### src/rtl/udp_rx_pkg.sv
// udp_rx_pkg: protocol constants and FSM encoding shared by the UDP receive path.
package udp_rx_pkg;

    localparam logic [7:0]  UDP_PROTO   = 8'd17;
    localparam logic [15:0] UDP_HDR_LEN = 16'd8;

    typedef enum logic [1:0] {
        S_IDLE,
        S_HDR,
        S_PAY,
        S_DROP
    } state_t;

endpackage

### src/rtl/udp_rx.sv
// udp_rx: strips the UDP header, filters on protocol/local port and trims padding from the payload stream.
module udp_rx
    import udp_rx_pkg::*;
#(
    parameter logic [15:0] P_LOCAL_UDP_PORT = 16'h8080
) (
    input  logic        i_clk,
    input  logic        i_rst,
    input  logic [15:0] i_local_port,
    input  logic        i_local_valid,
    input  logic [7:0]  i_ip_type,
    input  logic [7:0]  i_ip_data,
    input  logic [15:0] i_ip_len,
    input  logic        i_ip_last,
    input  logic        i_ip_valid,
    output logic [15:0] o_udp_src_port,
    output logic [7:0]  o_udp_data,
    output logic [15:0] o_udp_len,
    output logic        o_udp_last,
    output logic        o_udp_valid,
    output logic        o_udp_err
);

    state_t      state, state_nx;
    logic        first;
    logic [2:0]  hdr_cnt, idx;
    logic [15:0] src, len, pay_cnt, local_port;
    logic [7:0]  dst_hi;
    logic        in_hdr, hdr_end, port_ok, pay_byte, pay_hit;
    logic        load_hdr, last_d, err_d;
    logic        ip_len_unused;

    assign ip_len_unused = ^i_ip_len;

    // A frame already in flight when reset releases is never parsed as a header.
    assign in_hdr   = i_ip_valid && (state == S_HDR || (state == S_IDLE && !first));
    assign idx      = state == S_HDR ? hdr_cnt : 3'd0;
    assign hdr_end  = in_hdr && idx == 3'd7;
    assign port_ok  = i_ip_type == UDP_PROTO && {dst_hi, i_ip_data} == local_port;
    assign pay_byte = i_ip_valid && state == S_PAY;
    assign pay_hit  = pay_cnt == o_udp_len - 16'd1;

    always_ff @(posedge i_clk or posedge i_rst) begin
        if (i_rst) state <= S_IDLE;
        else       state <= state_nx;
    end

    always_comb begin
        state_nx = state;
        if (i_ip_valid)
            case (state)
                S_IDLE:  state_nx = i_ip_last ? S_IDLE : first ? S_DROP : S_HDR;
                S_HDR:   state_nx = i_ip_last ? S_IDLE :
                                    (idx == 3'd3 && !port_ok) ? S_DROP :
                                    idx == 3'd7 ? (len > UDP_HDR_LEN ? S_PAY : S_DROP) : S_HDR;
                S_PAY:   state_nx = i_ip_last ? S_IDLE : pay_hit ? S_DROP : S_PAY;
                S_DROP:  state_nx = i_ip_last ? S_IDLE : S_DROP;
                default: state_nx = S_IDLE;
            endcase
    end

    // A header ending exactly at the IP last byte is only legal for an empty datagram.
    always_comb begin
        load_hdr = hdr_end && !i_ip_last && len > UDP_HDR_LEN;
        last_d   = pay_byte && (pay_hit || i_ip_last);
        err_d    = (pay_byte && i_ip_last && !pay_hit) ||
                   (hdr_end && len < UDP_HDR_LEN) ||
                   (in_hdr && i_ip_last && !(hdr_end && len == UDP_HDR_LEN));
    end

    always_ff @(posedge i_clk or posedge i_rst) begin
        if (i_rst) begin
            first          <= 1'b1;
            hdr_cnt        <= '0;
            src            <= '0;
            dst_hi         <= '0;
            len            <= '0;
            pay_cnt        <= '0;
            local_port     <= P_LOCAL_UDP_PORT;
            o_udp_src_port <= '0;
            o_udp_data     <= '0;
            o_udp_len      <= '0;
            o_udp_last     <= 1'b0;
            o_udp_valid    <= 1'b0;
            o_udp_err      <= 1'b0;
        end else begin
            first       <= 1'b0;
            o_udp_valid <= pay_byte;
            o_udp_last  <= last_d;
            o_udp_err   <= err_d;
            if (i_local_valid) local_port <= i_local_port;
            if (pay_byte) begin
                o_udp_data <= i_ip_data;
                pay_cnt    <= pay_cnt + 16'd1;
            end
            if (in_hdr) begin
                hdr_cnt <= idx + 3'd1;
                case (idx)
                    3'd0:    src[15:8] <= i_ip_data;
                    3'd1:    src[7:0]  <= i_ip_data;
                    3'd2:    dst_hi    <= i_ip_data;
                    3'd4:    len[15:8] <= i_ip_data;
                    3'd5:    len[7:0]  <= i_ip_data;
                    default: ;
                endcase
            end
            if (load_hdr) begin
                o_udp_len      <= len - UDP_HDR_LEN;
                o_udp_src_port <= src;
                pay_cnt        <= '0;
            end
        end
    end

endmodule

### config.mk
export PLATFORM = sky130hd
export DESIGN_NAME = udp_rx
export DESIGN_NICKNAME = d
export VERILOG_FILES = /design/src/rtl/udp_rx_pkg.sv /design/src/rtl/udp_rx.sv
export SDC_FILE = /design/constraint.sdc
export NUM_CORES = 1
export LEC_CHECK = 0
export ABC_AREA = 1
export CAP_MARGIN = 10
export CORE_MARGIN = 2
export CORE_UTILIZATION = 42
export CTS_CLUSTER_SIZE = 28
export DETAILED_ROUTE_END_ITERATION = 7
export GPL_TIMING_DRIVEN = 0
export MAX_ROUTING_LAYER = met4
export PLACE_DENSITY = 0.75
export SLEW_MARGIN = 20
export SYNTH_ARGS = -nofsm -noshare
export SYNTH_HDL_FRONTEND = slang
export SYNTH_SLANG_ARGS = --single-unit
### constraint.sdc
create_clock -name i_clk -period 7.6 [get_ports i_clk]
set_input_delay 1.14 -clock i_clk [delete_from_list [all_inputs] [get_ports i_clk]]
set_output_delay 1.14 -clock i_clk [all_outputs]
set_load 0.02 [all_outputs]
==> results of run 1 <==
[worst register-to-register path, delay by kind of cell, from the launching register on]
kind                       cells  cell delay (ns)
AOI/OAI and AO/OA              1             0.23
adders and majority gates      2             0.39
buffers and inverters          4             0.59
DFF                            1             0.42
and+or+nand+nor                4             0.81
[cell families after synthesis]
| logic type | count (synthesis) | synth area share |
|---|---|---|
| XOR/XNOR | 33 | 0.0478 |
| AO/OA/AOI/OAI | 117 | 0.0999 |
| AND/OR/NAND/NOR | 338 | 0.248 |
| buffers and inverters | 105 | 0.0697 |
| flip-flops | 121 | 0.501 |
| multiplexers | 8 | 0.0149 |
| adder cells (fa/ha/maj) | 9 | 0.0186 |
| other | 1 | 0.000620 |
[routing by layer]
metal | global-route usage | vias up | share of wire
met5 | - | - | 0
met4 | 0.0815 | 0 | 0.026
met3 | 0.0458 | 28 | 0.048
met2 | 0.320 | 159 | 0.46
met1 | 0.271 | 2335 | 0.46
li1 | - | 2520 | -
[power groups by stage]
stage | logic (uW) | clock network (uW) | registers (uW)
CTS | 355 | 776 | 822
global route | 400 | 805 | 834
finish | 353 | 765 | 823
floorplan | 223 | 0 | 829
detailed placement | 350 | 0 | 828
global placement | 336 | 0 | 829
[per-stage QoR]
step | power (uW) | util | area, um^2 | setup WS (ns)
3_5_place_dp | 1180 | 0.507 | 7090 | 4.55
6_report | 1940 | 0.547 | 7660 | 4.90
3_3_place_gp | 1170 | 0.504 | 7060 | 1.47
2_1_floorplan | 1050 | - | 6050 | 3.25
5_1_grt | 2040 | 0.547 | 7660 | 4.83
4_1_cts | 1950 | 0.547 | 7660 | 4.89
[synth_stat cells]
cell | instances | area (um^2)
inv_2 | 3 | 11.3
a21oi_1 | 13 | 65.1
o22ai_1 | 1 | 6.26
nor2_2 | 5 | 31.3
nand2_2 | 3 | 18.8
o21ai_0 | 97 | 485
dfstp_2 | 3 | 78.8
nor3_2 | 1 | 10.0
or2_2 | 2 | 12.5
and2_1 | 1 | 6.26
xor2_1 | 26 | 228
nand2_1 | 192 | 721
clkbuf_2 | 1 | 5.00
a21oi_2 | 1 | 8.76
nor4_1 | 1 | 6.26
o211ai_1 | 1 | 7.51
a22oi_2 | 1 | 12.5
nand3b_1 | 6 | 45.0
a31oi_1 | 1 | 6.26
dfrtp_1 | 118 | 2950
nand4_4 | 1 | 21.3
ha_1 | 9 | 113
xnor2_1 | 7 | 61.3
nor3_1 | 14 | 70.1
nor2_1 | 73 | 274
buf_6 | 2 | 22.5
or2_0 | 1 | 6.26
nor3b_2 | 3 | 37.5
nor2_4 | 4 | 45.0
nor4_2 | 1 | 12.5
buf_2 | 9 | 45.0
inv_1 | 83 | 312
conb_1 | 1 | 3.75
nand3_2 | 4 | 40.0
clkbuf_1 | 7 | 26.3
nand3_1 | 22 | 110
o21ai_1 | 1 | 5.00
nand2_4 | 1 | 11.3
o21a_1 | 1 | 7.51
nand4_1 | 3 | 18.8
mux2_2 | 8 | 90.1
[area by class of cell]
type                            count  area (um^2)  area share
Sequential cell                   121         3030       0.396
Multi-Input combinational cell    506         2600       0.339
Timing Repair Buffer               79          808       0.106
Clock buffer                       22          474      0.0619
Inverter                           86          328      0.0428
Tap cell                          180          225      0.0294
Buffer                             19         98.8      0.0129
Clock inverter                     10         92.6      0.0121
[registers in the layout, indices dropped and copies added, names as in the netlist, 2 cells and up]
signal / flops
o_udp_data: 8
state: 2
dst_hi: 8
local_port: 16
src: 16
o_udp_src_port: 16
pay_cnt: 16
o_udp_len: 16
hdr_cnt: 3
len: 16
[worst min path at each step]
| stage | end | slack [ns] | cells after the start |
|---|---|---|---|
| final | o_udp_src_port[10]$_DFFE_PP0P_ | 0.48 | 2 |
| after global routing | o_udp_src_port[2]$_DFFE_PP0P_ | 0.51 | 2 |
| after CTS | o_udp_src_port[10]$_DFFE_PP0P_ | 0.49 | 2 |
| after detailed placement | o_udp_src_port[10]$_DFFE_PP0P_ | 0.48 | 2 |
| after global placement | o_udp_src_port[12]$_DFFE_PP0P_ | 0.47 | 2 |
| after floorplan | hdr_cnt[0]$_DFFE_PP0P_ | 0.45 | 2 |
==> flow_metrics.env, run 1 <==
export IMPL_start_util=0.433
export IMPL_num_fill_cells=1277
export IMPL_min_from="o_udp_src_port[10]$_DFFE_PP0P_"
export IMPL_p_switching_uw=567
export IMPL_drive_gt1_frac=0.101
export IMPL_startpoint="o_udp_len[3]$_DFFE_PP0P_"
export IMPL_grt_pass1_wl_um=23600
export IMPL_hpwl_um=10300
export IMPL_io_buffers=78
export IMPL_grt_pass1_vias=4862
export IMPL_wl_per_cell_um=13.9
export IMPL_die_area_mm2=0.0154
export IMPL_netlist_cell_type_count=41
export IMPL_num_antenna_cells=0
export IMPL_p_sw_frac=0.292
export IMPL_die_x_um=124
export IMPL_clock_sinks=121
export IMPL_rr_worst_depth=11
export IMPL_vdd_ir_drop_max_mv=0.180
export IMPL_required_ns=6.46
export IMPL_htree_num_levels=4
export IMPL_worstHoldPathType="reg -> reg"
export IMPL_critPathKind="reg -> out"
export IMPL_report_final_slew_viol_count=0
export IMPL_rsz0062_at_grt="no"
export IMPL_worst_setup_path_end_kind="primary output"
export IMPL_hold_viol_final=0
export IMPL_final_cell_mix="nand2_1 (192), dfrtp_1 (118), o21ai_0 (97)"
export IMPL_dr_first_iter_drc_count=280
export IMPL_cap_violations=0
export IMPL_clockPowerShare=0.394
export IMPL_run_status="finished clean"
export IMPL_crit_slowest_cell="clkdlybuf4s50_1"
export IMPL_setup_viol=0
export IMPL_syn_instance_count=732
export IMPL_cts_hold_buf=0
export IMPL_cp_top_family="buffers and inverters"
export IMPL_cts_setup_buffers=0
export IMPL_path_depth=1
export IMPL_gp_congestion=0.951
export IMPL_seqPwrFrac=0.424
export IMPL_timing_critical_path_from_type="register"
export IMPL_power_internal_uw=1370
export IMPL_syn_area_mm2=0.00605
export IMPL_skew_ns=0.0110
export IMPL_io_pins=96
export IMPL_crit_fanout=6
export IMPL_grt_max_degree=67
export IMPL_regToRegEndpoint="o_udp_src_port[6]$_DFFE_PP0P_"
export IMPL_fin_setup_tns_ns=0
export IMPL_cts_resized=0
export IMPL_finalNonFillerCells=1023
export IMPL_max_freq_mhz=370
export IMPL_antenna_found_initial=0
export IMPL_clk_pin_slew_ns=0.05
export IMPL_die_h_um=124
export IMPL_pwr_share_comb=0.182
export IMPL_endpoint="o_udp_len[3]"
export IMPL_power_leakage_uw=0.00360
export IMPL_syn_nets=794
export IMPL_drtPass1Iterations=5
export IMPL_max_slew_margin_rel=0.592
export IMPL_period_share=0.355
export IMPL_cts_buffers=17
export IMPL_yosysWarnings=0
export IMPL_worst_pin_slew_ns=0.612
export IMPL_clock_latency_ns=0.41
export IMPL_num_nets_final=892
export IMPL_syn_area_per_cell_um2=8.27
export IMPL_placedCellCount=991
export IMPL_fp_coreArea_mm2=0.0140
export IMPL_cts_tree="yes"
export IMPL_r2r_start="state[0]$_DFFE_PP0P_"
export IMPL_holdWs_ns=0.484
export IMPL_r2r_slack_ns=5.09
export IMPL_ys_seq_elements=121
export IMPL_ant_nets=0
export IMPL_ys_seq_area_frac=0.501
export IMPL_cp_cell_sequence="clkdlybuf4s50_1"
export IMPL_arrival_ns=1.56
export IMPL_overflow=0
export IMPL_routed_via_density=4.93
export IMPL_max_stage_delay_ns=0.66
export IMPL_clockBufferDepth=2
export IMPL_p_per_area_mw_per_mm2=254
export IMPL_route_detailed_drc=0
export IMPL_area_growth_pct=26.5
export IMPL_grt_usage=0.208
export IMPL_clockRootBuffer="clkbuf_16"
export IMPL_routed_wl_um=14200
export IMPL_num_rows=43
export IMPL_crit_buf_inv=1
export IMPL_via_count=5042
export IMPL_fin_crit_ns=2.70
export IMPL_final_common_cell="nand2_1"
Power figures use the tool's default switching activity.
==> run 2: changes to the inputs <==
PLACE_DENSITY = 0.77   (was 0.75)
clock period = 2.33 ns   (was 7.6 ns; I/O delays follow)
==> run 2 against run 1 <==
Clock power increased to 3.3 times the previous value. Sequential cell count unchanged. Largest cell class unchanged. Global-route usage rose by 1.2 points. Sequential share of layout area is 0.44 points lower. Power grew to 3.3 times the previous value. Routed wire length is 3.8% higher. Worst hold slack lost 0.17 ns. Utilization grew 0.62 points. Largest power group unchanged.
==> flow_metrics.env, run 2 (synthesis gave the netlist of run 1 again) <==
export IMPL_run_status="finished clean"
export IMPL_start_util=0.433
export IMPL_required_ns=2.64
export IMPL_cpMostUsedCell="inv_1"
export IMPL_crit_slowest_cell="dfrtp_1"
export IMPL_hold_viol_final=0
export IMPL_arrival_ns=2.49
export IMPL_cp_cell_sequence="inv_1, nor2_4, nand2_1, inv_1, ha_1, ha_1, inv_1, nor2_4, nand4_4, buf_6, nand2_1, inv_1, a22oi_2, inv_1"
export IMPL_grt_pass1_vias=5163
export IMPL_io_buffers=78
export IMPL_finalNonFillerCells=1028
export IMPL_die_h_um=124
export IMPL_wl_per_cell_um=14.4
export IMPL_grt_max_degree=33
export IMPL_area_growth_pct=28.0
export IMPL_crit_buf_inv=6
export IMPL_report_final_slew_viol_count=0
export IMPL_route_detailed_drc=0
export IMPL_setup_viol=0
export IMPL_cts_tree="yes"
export IMPL_num_antenna_cells=0
export IMPL_fp_coreArea_mm2=0.0140
export IMPL_vdd_ir_drop_max_mv=0.657
export IMPL_routed_via_density=4.93
export IMPL_max_freq_mhz=458
export IMPL_overflow=0
export IMPL_num_rows=43
export IMPL_die_x_um=124
export IMPL_gp_congestion=0.936
export IMPL_critPathKind="reg -> reg"
export IMPL_grt_usage=0.221
export IMPL_clk_pin_slew_ns=0.06
export IMPL_num_fill_cells=1264
export IMPL_die_area_mm2=0.0154
export IMPL_hpwl_um=10800
export IMPL_io_pins=96
export IMPL_max_stage_delay_ns=0.38
export IMPL_final_cell_mix="nand2_1 (192), dfrtp_1 (118), o21ai_0 (96)"
export IMPL_num_nets_final=897
export IMPL_skew_ns=0.00898
export IMPL_ant_nets=0
export IMPL_routed_wl_um=14800
export IMPL_via_count=5067
export IMPL_worst_setup_path_end_kind="register"
export IMPL_max_slew_margin_rel=0.604
export IMPL_cts_buffers=17
export IMPL_drive_gt1_frac=0.111
export IMPL_cap_violations=0
export IMPL_worstHoldPathType="in -> async"
export IMPL_fin_setup_tns_ns=0
export IMPL_clock_latency_ns=0.42
export IMPL_period_share=0.937
export IMPL_clockBufferDepth=2
export IMPL_power_leakage_uw=0.00365
export IMPL_crit_fanout=10
export IMPL_clockRootBuffer="clkbuf_16"
export IMPL_p_per_area_mw_per_mm2=823
export IMPL_rsz0062_at_grt="yes"
export IMPL_final_common_cell="nand2_1"
export IMPL_timing_critical_path_from_type="register"
export IMPL_grt_pass1_wl_um=25100
export IMPL_cts_hold_buf=0
export IMPL_placedCellCount=994
export IMPL_dr_first_iter_drc_count=296
export IMPL_startpoint="state[0]$_DFFE_PP0P_"
export IMPL_drtPass1Iterations=5
export IMPL_antenna_found_initial=0
export IMPL_r2r_start="state[0]$_DFFE_PP0P_"
export IMPL_cp_top_family="simple AND/OR/NAND/NOR gates"
export IMPL_clock_sinks=121
export IMPL_htree_num_levels=4
export IMPL_worst_pin_slew_ns=0.592
export IMPL_fin_crit_ns=2.18
==> run 2: cell type report <==
cell class                      instances  area (um^2)  share of cell area
Clock buffer                           19          443              0.0572
Multi-Input combinational cell        506         2610               0.337
Tap cell                              180          225              0.0291
Buffer                                 19          103              0.0133
Clock inverter                         13          118              0.0152
Inverter                               86          327              0.0422
Sequential cell                       121         3030               0.392
Timing Repair Buffer                   84          883               0.114
==> run 2: layer usage <==
metal / vias to the layer above / GRT usage / part of all wire
met2: 136 / 0.353 / 0.47
li1: 2524 / - / -
met4: 0 / 0.0794 / 0.020
met5: - / - / 0
met3: 26 / 0.0417 / 0.047
met1: 2381 / 0.282 / 0.46
==> run 2: stage by stage <==
step / util / instance area, um^2 / setup slack [ns] / total power [uW] / hold WS, ns
floorplan: - / 6050 / 0.254 / 3430 / 0.453
global placement: 0.505 / 7060 / -0.648 / 3800 / 0.468
detailed placement: 0.511 / 7150 / -0.0613 / 3870 / 0.476
CTS: 0.552 / 7720 / 0.0260 / 6400 / 0.318
global route: 0.553 / 7740 / -0.0399 / 6720 / 0.348
finish: 0.553 / 7740 / 0.147 / 6380 / 0.313
==> run 2: worst paths after layout <==
kind,endpoint,slack (ns),cells after the start
worst min-delay path,pay_cnt[11]$_DFFE_PP0P_,0.31,2
max in group asynchronous,src[2]$_DFFE_PP0P_,1.30,4
worst min register to register,o_udp_src_port[0]$_DFFE_PP0P_,0.48,2
worst max register to register,pay_cnt[1]$_DFFE_PP0P_,0.15,14
min in group i_clk,local_port[12]$_DFFE_PP0P_,0.36,2
worst max-delay path,pay_cnt[1]$_DFFE_PP0P_,0.15,14
==> run 2: where the power goes <==
part / switching, uW / internal (uW)
clock network: 1010 / 1500
registers: 239 / 2450
logic: 680 / 494
==> run 2: worst reg2reg max path, stage by stage, from the launching register on <==
cell,delay [ns]
dfrtp_1,0.38
inv_1,0.11
nor2_4,0.16
nand2_1,0.12
inv_1,0.11
ha_1,0.18
ha_1,0.14
inv_1,0.09
nor2_4,0.15
nand4_4,0.15
buf_6,0.20
nand2_1,0.07
inv_1,0.05
a22oi_2,0.11
inv_1,0.06
==> run 2: what timing repair did <==
item,CTS,global route
buffers inserted,0,2
pin swaps,0,1
setup endpoints to repair,46,56
gates resized for setup,4,3
==> run 3: changes to the inputs <==
ABC_AREA = 0   (was 1)
PLACE_DENSITY = 0.78   (was 0.77)
==> run 3 against run 2 <==
The flow now finishes with violations (setup timing). Power about the same. Clock skew is 0.0023 ns lower. Critical path depth decreased by 6. Final cell count decreased by 15%. Register-to-register slack got worse by 0.32 ns. Utilization increased by 2.6 points. Non-clock buffer count up 14. Fmax down 13%. Synthesized area decreased by 2.2%. Design area up 3.5%.
==> flow_metrics.env, run 3 <==
export IMPL_run_status="complete, but fails checks"
export IMPL_violations="setup timing"
export IMPL_syn_area_mm2=0.00592
export IMPL_crit_slowest_cell="or4_4"
export IMPL_yosysWarnings=0
export IMPL_clk_pin_slew_ns=0.06
export IMPL_die_area_mm2=0.0151
export IMPL_num_rows=43
export IMPL_clock_latency_ns=0.41
export IMPL_cts_tree="yes"
export IMPL_endpoint="state[0]$_DFFE_PP0P_"
export IMPL_route_detailed_drc=0
export IMPL_rr_worst_depth=8
export IMPL_skew_ns=0.00663
export IMPL_busiest_layer="met2"
export IMPL_grt_pass1_vias=4828
export IMPL_r2r_slack_ns=-0.18
export IMPL_use_met1=0.267
export IMPL_postLayoutCoreUtil=0.579
export IMPL_ys_seq_area_frac=0.512
export IMPL_io_pins=96
export IMPL_final_cell_mix="nand2_1 (119), dfrtp_1 (111), clkdlybuf4s50_1 (77)"
export IMPL_crit_fanout=5
export IMPL_gp_congestion=0.969
export IMPL_cts_buffers=17
export IMPL_netlist_cell_type_count=55
export IMPL_hold_viol_final=0
export IMPL_synth_top_area_cell="dfrtp_1"
export IMPL_max_freq_mhz=399
export IMPL_htree_num_levels=4
export IMPL_r2r_start="o_udp_len[1]$_DFFE_PP0P_"
export IMPL_wl_per_cell_um=17.6
export IMPL_worst_pin_slew_ns=0.588
export IMPL_via_count=4782
export IMPL_seqPwrFrac=0.406
export IMPL_overflow=0
export IMPL_setup_viol=3
export IMPL_max_stage_delay_ns=0.56
export IMPL_holdWs_ns=0.318
export IMPL_num_nets_final=746
export IMPL_ys_seq_elements=121
export IMPL_area_growth_pct=35.4
export IMPL_clockPowerShare=0.450
export IMPL_hpwl_um=10300
export IMPL_syn_nets=632
export IMPL_drive_gt1_frac=0.240
export IMPL_synthTopCellsByArea="dfrtp_1 (50%), mux2_2 (11%), nand2_1 (7.6%)"
export IMPL_cap_violations=0
export IMPL_routed_wl_um=15400
export IMPL_num_antenna_cells=0
export IMPL_worstHoldPathType="in -> async"
export IMPL_io_buffers=77
export IMPL_regToRegEndpoint="state[0]$_DFFE_PP0P_"
export IMPL_grt_usage=0.217
export IMPL_p_sw_frac=0.254
export IMPL_startpoint="o_udp_len[1]$_DFFE_PP0P_"
export IMPL_routed_via_density=5.45
export IMPL_arrival_ns=2.86
export IMPL_antenna_found_initial=0
export IMPL_ys_flop_type="dfrtp_1"
export IMPL_report_final_slew_viol_count=0
export IMPL_syn_area_per_cell_um2=10.4
export IMPL_fin_crit_ns=2.51
export IMPL_timing_critical_path_from_type="register"
export IMPL_dr_first_iter_drc_count=433
export IMPL_fp_coreArea_mm2=0.0138
export IMPL_gr_usage_met3=0.0455
export IMPL_synth_edf_count=0
export IMPL_async_flop_share=1.00
export IMPL_clockBufferDepth=2
export IMPL_power_internal_uw=4750
export IMPL_start_util=0.428
export IMPL_grt_use_met2=0.355
export IMPL_clockRootBuffer="clkbuf_16"
export IMPL_syn_instance_count=570
export IMPL_ant_nets=0
export IMPL_rsz0062_at_grt="yes"
export IMPL_critPathKind="reg -> reg"
export IMPL_cp_cell_sequence="buf_6, or4_4, buf_6, or4_4, a31oi_4, a21oi_2, a221oi_2, o31a_1"
export IMPL_grt_max_degree=38
export IMPL_p_switching_uw=1620
export IMPL_pwr_share_comb=0.144
export IMPL_final_common_cell="nand2_1"
export IMPL_drtPass1Iterations=5
export IMPL_required_ns=2.68
export IMPL_vdd_ir_drop_max_mv=0.510
export IMPL_period_share=1.08
export IMPL_p_per_area_mw_per_mm2=795
export IMPL_clock_sinks=121
export IMPL_synthTopCellsByCount="nand2_1 (120), dfrtp_1 (118), mux2_2 (57)"
export IMPL_worst_slack_ns=-0.176
export IMPL_cts_hold_buf=0
export IMPL_grt_pass1_wl_um=24300
export IMPL_yosysMostFrequentCell="nand2_1"
export IMPL_power_leakage_uw=0.00363
export IMPL_worst_setup_path_end_kind="register"
export IMPL_synth_top_area_frac=0.499
export IMPL_max_slew_margin_rel=0.608
export IMPL_die_x_um=123
export IMPL_die_h_um=123
-- run 3: through the flow --
stage                     setup TNS (ns)  instance area, um^2  setup slack (ns)  instances  total power (uW)
after CTS                          -1.14                 7870            -0.157        870              6380
final                             -0.427                 8010            -0.176        877              6370
after global routing              -0.699                 8010            -0.228        877              6620
after floorplan                  -0.0423                 5960           -0.0387        570              3140
after global placement            -83.64                 6950            -0.674        827              3430
after detailed placement          -25.51                 7010            -0.709        830              3510
-- run 3: worst min-delay path by stage --
stage	startpoint	endpoint	slack, ns	cells past startpoint
after floorplan	src[0]$_DFFE_PP0P_	o_udp_src_port[0]$_DFFE_PP0P_	0.43	2
after global placement	src[10]$_DFFE_PP0P_	o_udp_src_port[10]$_DFFE_PP0P_	0.45	2
after detailed placement	src[1]$_DFFE_PP0P_	o_udp_src_port[1]$_DFFE_PP0P_	0.46	2
after CTS	i_rst	o_udp_len[8]$_DFFE_PP0P_	0.32	2
after global routing	i_rst	o_udp_len[8]$_DFFE_PP0P_	0.36	2
final	i_rst	pay_cnt[12]$_DFFE_PP0P_	0.32	2
-- run 3: what timing repair did --
action,4_1_cts,5_1_grt
resized for setup,33,23
pin swaps,6,14
endpoints found under the setup margin,51,53
buffers inserted,11,9
-- run 3: layout make-up --
cell class / instances / area, um^2
Sequential cell: 121 / 3040
Clock inverter: 15 / 226
Clock buffer: 17 / 425
Tap cell: 180 / 225
Buffer: 17 / 83.8
Inverter: 19 / 75.1
Timing Repair Buffer: 100 / 1010
Multi-Input combinational cell: 408 / 2930
Fill cell: 1113 / 5820
-- run 3: cells by family (layout without fill, tap and decap cells) --
family / count (synthesis) / in the layout / share of synthesized area
AOI/OAI and AO/OA: 58 / 58 / 0.0656
xor gates and xnor gates: 58 / 58 / 0.0882
adders and majority gates: 9 / 9 / 0.0190
buffers and inverters: 41 / 168 / 0.0288
DFF: 121 / 121 / 0.512
muxes: 58 / 58 / 0.110
other: 1 / 1 / 0.000634
and+or+nand+nor: 224 / 224 / 0.175
-- run 3: worst max-delay path, delay by kind of cell (launching register included) --
kind / cells / cell delay [ns]
flip-flops: 1 / 0.41
AND/OR/NAND/NOR: 2 / 0.98
AO/OA/AOI/OAI: 4 / 0.77
buffers and inverters: 2 / 0.27
-- run 3: routing by layer --
layer  vias up  routed length (um)  part of all wire
met2       172                7650              0.50
met5         -                   0                 0
met3        40                 815             0.053
li1       2200                   -                 -
met1      2370                6510              0.42
met4         0                 463             0.030
-- run 3: power by group through the flow --
stage	Combinational [uW]	Sequential, uW	Clock [uW]
after global placement	840	2590	0
after CTS	911	2580	2890
final	917	2580	2870
after detailed placement	894	2610	0
after floorplan	501	2630	0
after global routing	1000	2620	2990
==> RTL edit 1 (settings of run 3) <==
`P_LOCAL_UDP_PORT`: 16'h8080 -> 16'h6060.
--- a/src/rtl/udp_rx.sv
+++ b/src/rtl/udp_rx.sv
@@ -2,7 +2,7 @@
 module udp_rx
     import udp_rx_pkg::*;
 #(
-    parameter logic [15:0] P_LOCAL_UDP_PORT = 16'h8080
+    parameter logic [15:0] P_LOCAL_UDP_PORT = 16'h6060
 ) (
     input  logic        i_clk,
     input  logic        i_rst,
Check against the original RTL: not equivalent (a bounded check fails within 10 cycles, from zero or initial values and one cycle with i_rst high).
==> RTL edit 1 against run 3 <==
- the flow still finishes with violations (setup timing)
- final area increased by 1.4%
- wire length increased by 1.5%
- power decreased by 2.1%
- global-route usage increased by 0.92 points
- worst hold slack got worse by 0.015 ns
- synthesized area about the same
- sequential cell count unchanged
- worst setup slack improved by 0.050 ns
- maximum frequency increased by 2.0%
- critical endpoint unchanged
- largest cell class unchanged
- highest routed layer unchanged
==> RTL edit 1: results (changes against run 3) <==
Hold slack final - 0.302 ns (was 0.318 ns)
Worst Setup SP - o_udp_len[0] (was o_udp_len[1])
Status - complete, but fails checks (unchanged)
HP Class - input port to asynchronous set/reset pin (unchanged)
Area contributors post-synth - dfrtp_1 (49%), mux2_2 (11%), nand2_1 (7.6%), xnor2_1 (4.3%), xor2_1 (4.1%) (was dfrtp_1 (50%), mux2_2 (11%), nand2_1 (7.6%), xnor2_1 (4.3%), xor2_1 (4.1%))
Vias in the first global route - 5047 (was 4828)
Critical-path top delay cell - or4_4 (unchanged)
Final Skew - 0.0119 ns (was 0.00663 ns)
Initial DRT Pass Iterations - 5 (unchanged)
Setup slack after layout - -0.126 ns (was -0.176 ns)
WP data arrival - 2.75 ns (was 2.86 ns)
Post-synth ARST share - 100% (unchanged)
Via-per-instance ratio - 5.44 (was 5.45)
GP Congestion - 0.927 (was 0.969)
Final cell count without fillers - 892 (was 877)
Post-synth top flop - dfrtp_1 (unchanged)
Placed Cells - 831 (was 830)
Yosys Warn Count - 0 (unchanged)
All-layer global routing usage - 22.6% (was 21.7%)
Final setup viols - 3 (unchanged)
CTS clk-pin slew, worst paths - 0.06 ns (about the same)
CTS max path bufs - 2 (unchanged)
Failing checks - setup timing (unchanged)
Worst-Skew Late Latency - 0.42 ns
Num CTS Buffers - 17 (unchanged)
Most instantiated cells after synthesis - nand2_1 (120), dfrtp_1 (116), mux2_2 (57) (was nand2_1 (120), dfrtp_1 (118), mux2_2 (57))
First-pass GRT wire length - 25400 microns (was 24300 microns)
# fillers - 1084 (was 1113)
Max FO, Critical Path - 8 (was 5)
Layout cells sized above 1 - 27.0% (was 24.0%)
Final HPWL DP - 10400 microns (was 10300 microns)
Largest net degree at the start of global routing - 32 (was 38)
Nets - 761 (was 746)
Path depth of the worst reg2reg path - 7 (was 8)
Final wirelength - 15700 microns (was 15400 microns)
Htree depth - 4 (unchanged)
Worst-Margin Slew - 0.565 ns (was 0.588 ns)
P_leak - 0.00367 uW (was 0.00363 uW)
Worst setup path end - state[0] (unchanged)
Syn Nets - 632 (unchanged)
Peak supply drop - 0.524 mV (was 0.510 mV)
Register area share after synthesis - 51.3% (was 51.2%)
Delay-heaviest family, CP - compound AO/OA/AOI/OAI gates (was simple AND/OR/NAND/NOR gates)
DRT iter0 DRCs - 447 (was 433)
Initial antenna violation count - 0 (unchanged)
Port Buffers - 77 (unchanged)
Antenna Cells - 0 (unchanged)
CP max stage delay - 0.62 ns (was 0.56 ns)
Mapped Cells - 570 (unchanged)
Clock root buffer - clkbuf_16 (unchanged)
[RTL edit 1: cell count changes in the layout (fill, tap and decap cells not counted), sizes merged]
cell	run 3	this run
buf	28	42
bufinv	5	2
clkinv	8	3
clkinvlp	4	3
dfrtp	118	116
dfstp	3	5
inv	17	26
or4	8	9
[RTL edit 1: per-layer routing]
| layer | GRT usage (%) | share of wire [%] | vias to the layer above | routed length (microns) |
|---|---|---|---|---|
| met5 | - | 0 | - | 0 |
| met4 | 10.2 | 3.2 | 0 | 507 |
| met3 | 4.37 | 4.5 | 46 | 710 |
| met2 | 36.6 | 51 | 159 | 7920 |
| met1 | 27.5 | 42 | 2418 | 6540 |
| li1 | - | - | 2232 | - |
[RTL edit 1: stage by stage]
step | worst slack (ns) | cell area, sq um | utilization (%) | TNS [ns] | total power, uW
floorplan | -0.0387 | 5960 | - | -0.0423 | 3140
global placement | -0.704 | 6960 | 50.3 | -85.42 | 3430
detailed placement | -0.698 | 7040 | 50.9 | -26.39 | 3510
CTS | -0.101 | 7940 | 57.4 | -0.216 | 6240
global route | -0.184 | 8130 | 58.8 | -0.537 | 6490
finish | -0.126 | 8130 | 58.8 | -0.303 | 6230
[RTL edit 1: how the worst min path moves through the flow]
stage,end,from,depth (start not counted)
after floorplan,o_udp_src_port[0],src[0],2
after global placement,o_udp_src_port[10],src[10],2
after detailed placement,o_udp_src_port[4],src[4],2
after CTS,o_udp_len[13],i_rst,2
after global routing,pay_cnt[11],i_rst,2
final,pay_cnt[11],i_rst,2
[RTL edit 1: report_power, final]
part	total [uW]	internal [uW]	switching, uW
clock network	2680	1610	1070
registers	2590	2390	197
logic	964	491	474
[RTL edit 1: cell type report]
cell class,instances,area share [%]
Timing Repair Buffer,113,13.6
Multi-Input combinational cell,409,36.5
Clock inverter,15,2.17
Clock buffer,17,5.24
Inverter,19,0.924
Buffer,18,1.28
Sequential cell,121,37.5
Tap cell,180,2.77
[RTL edit 1: worst reg2reg max path: cells and delay by family (launching register included)]
family          cells  cell delay [ns]
compound gates      4             0.94
flops               1             0.44
xor+xnor            1             0.17
simple gates        1             0.62
buf+inv             1             0.17
[RTL edit 1: cell families (layout without fill, tap and decap cells)]
family	count (synthesis)	count (layout)	share of synthesized area, %
mux	58	58	11.0
simple gates	224	225	17.5
flops	121	121	51.3
compound gates	58	58	6.55
xor+xnor	58	58	8.81
buf+inv	41	182	2.87
other cells	1	1	0.0634
fa+ha+maj	9	9	1.90
[RTL edit 1: timing repair]
action	CTS	global route
endpoints found under the hold margin	0	0
endpoints found under the setup margin	51	90
gates cloned	1	0
resized for setup	44	25
pin swaps	7	13
setup buffers	17	15
hold buffers	0	0
==> RTL edit 2 (config.mk and constraints of run 3) <==
Without the edit above. Encoding of `state_t`: now one-hot (4 bits for 4 states).
--- a/src/rtl/udp_rx_pkg.sv
+++ b/src/rtl/udp_rx_pkg.sv
@@ -4,11 +4,11 @@
     localparam logic [7:0]  UDP_PROTO   = 8'd17;
     localparam logic [15:0] UDP_HDR_LEN = 16'd8;
 
-    typedef enum logic [1:0] {
-        S_IDLE,
-        S_HDR,
-        S_PAY,
-        S_DROP
+    typedef enum logic [3:0] {
+        S_IDLE = 4'b0001,
+        S_HDR  = 4'b0010,
+        S_PAY  = 4'b0100,
+        S_DROP = 4'b1000
     } state_t;
 
 endpackage
Check against the original RTL: no difference found for any inputs over 10 cycles, from zero or initial values and one cycle with i_rst high; not proved beyond that.
==> RTL edit 2 against run 3 <==
- the run still ends with setup timing left
- sequential cell count is 2 higher
- via count is 6.4% lower
- non-clock buffer count is 6 lower
- critical path depth stayed put
- wire length is 3.2% lower
- worst hold slack better by 0.014 ns
- worst setup slack better by 0.090 ns
- global-route usage is 0.055 points lower
- synthesized area is 1.5% higher
- maximum frequency is 3.7% higher
- final area is 0.86% lower
- critical endpoint is now state[2]
- highest routed layer unchanged
Power is not compared: it rests on default switching activity, and its combinational part moved more than twofold at a synthesized area within 25%.
==> RTL edit 2: results (changes against run 3) <==
Final cell count without fillers - 822 (was 877)
Status - complete, but fails checks (unchanged)
Most instantiated cells after synthesis - dfrtp_1 (119), mux2_2 (57), xor2_1 (41) (was nand2_1 (120), dfrtp_1 (118), mux2_2 (57))
WP data arrival - 2.71 ns (was 2.86 ns)
Final Skew - 0.0101 ns (was 0.00663 ns)
GP Congestion - 0.916 (was 0.969)
Final setup viols - 4 (was 3)
DRT iter0 DRCs - 346 (was 433)
Met3 wire len - 944 microns (was 815 microns)
Peak supply drop - 0.648 mV
RR Endpoint - state[2] (was state[0])
Nets - 691 (was 746)
Clock root buffer - clkbuf_16 (unchanged)
Via-per-instance ratio - 5.44 (was 5.45)
Met2 usage - 34.0% (was 35.5%)
Max FO, Critical Path - 4 (was 5)
First-pass GRT wire length - 24200 microns (was 24300 microns)
Yosys cell types - 63 (was 55)
Syn Nets - 578 (was 632)
Area contributors post-synth - dfrtp_1 (50%), mux2_2 (11%), xor2_1 (6.0%), mux2_1 (4.1%), xnor2_1 (2.6%) (was dfrtp_1 (50%), mux2_2 (11%), nand2_1 (7.6%), xnor2_1 (4.3%), xor2_1 (4.1%))
Final HPWL DP - 10300 microns (about the same)
Placed Cells - 777 (was 830)
Met1 usage - 26.6% (was 26.7%)
GR Layer Usage met3 - 6.41% (was 4.55%)
Post_cts resized - 13 (was 33)
Setup bufs post-CTS - 9 (was 11)
Setup tns final - -0.181 ns (was -0.427 ns)
Layout cells sized above 1 - 24.0% (about the same)
All-layer global routing usage - 21.6% (was 21.7%)
Failing checks - setup timing (unchanged)
Metal2 WL - 7500 microns (was 7650 microns)
Worst setup path end - state[2] (was state[0])
Placed cell area - 7140 sq um (was 7010 sq um)
Largest net degree at the start of global routing - 32 (was 38)
Syn_area_per_cell - 11.6 sq um (was 10.4 sq um)
# fillers - 1124 (was 1113)
Setup slack after layout - -0.0863 ns (was -0.176 ns)
Register area share after synthesis - 51.3% (was 51.2%)
Worst-Margin Slew - 0.716 ns (was 0.588 ns)
Final wirelength - 14900 microns (was 15400 microns)
Setup WS pre-CTS - -0.411 ns (was -0.709 ns)
Vias in the first global route - 4738 (was 4828)
RTL edit 2: changes by cell type after synthesis, sizes merged, moves of 4 or more:
cell	change
nor4	-6
inv	-5
o21ai	-5
or4	-7
mux2	+22
xnor2	-11
a21oi	+17
buf	+6
a31oi	-4
and3	+10
clkbuf	-11
nand2	-92
xor2	+13
nor2	+9
RTL edit 2: layout make-up:
class	count	area (sq um)	share of cell area (%)
Inverter	13	52.6	0.662
Clock buffer	25	495	6.24
Sequential cell	123	3090	38.9
Timing Repair Buffer	95	986	12.4
Clock inverter	7	67.6	0.851
Tap cell	180	225	2.84
Multi-Input combinational cell	363	2910	36.7
Buffer	16	118	1.48
RTL edit 2: kinds of logic (layout without fill, tap and decap cells):
family,count (synthesis),in the layout,synth area share (%)
and+or+nand+nor,148,148,13.7
DFF,123,123,51.3
muxes,81,81,15.1
AOI/OAI and AO/OA,65,65,7.09
xor gates and xnor gates,59,59,8.61
buffers and inverters,30,156,2.19
adders and majority gates,9,9,1.88
other,1,1,0.0625
RTL edit 2: worst min-delay path by stage:
stage / from / endpoint / slack, ns
floorplan: hdr_cnt[1] / hdr_cnt[1] / 0.45
global placement: hdr_cnt[1] / hdr_cnt[1] / 0.47
detailed placement: hdr_cnt[1] / hdr_cnt[1] / 0.48
CTS: i_rst / src[1] / 0.33
global route: i_rst / src[1] / 0.37
finish: i_rst / src[1] / 0.33
RTL edit 2: report_power, final:
group / switching [uW] / total (uW) / internal, uW
logic: 196 / 428 / 232
clock network: 928 / 2500 / 1570
registers: 85.4 / 2370 / 2280
total: 1210 / 5300 / 4090
RTL edit 2: critical path, cell delays in order, from the launching register on:
cell and delay, ns:
dfrtp_1 0.42, inv_2 0.08, ha_4 0.25, xor2_2 0.18
o211ai_1 0.14, a221oi_2 0.23, nand4_1 0.13, or4_4 0.59
a211o_1 0.28
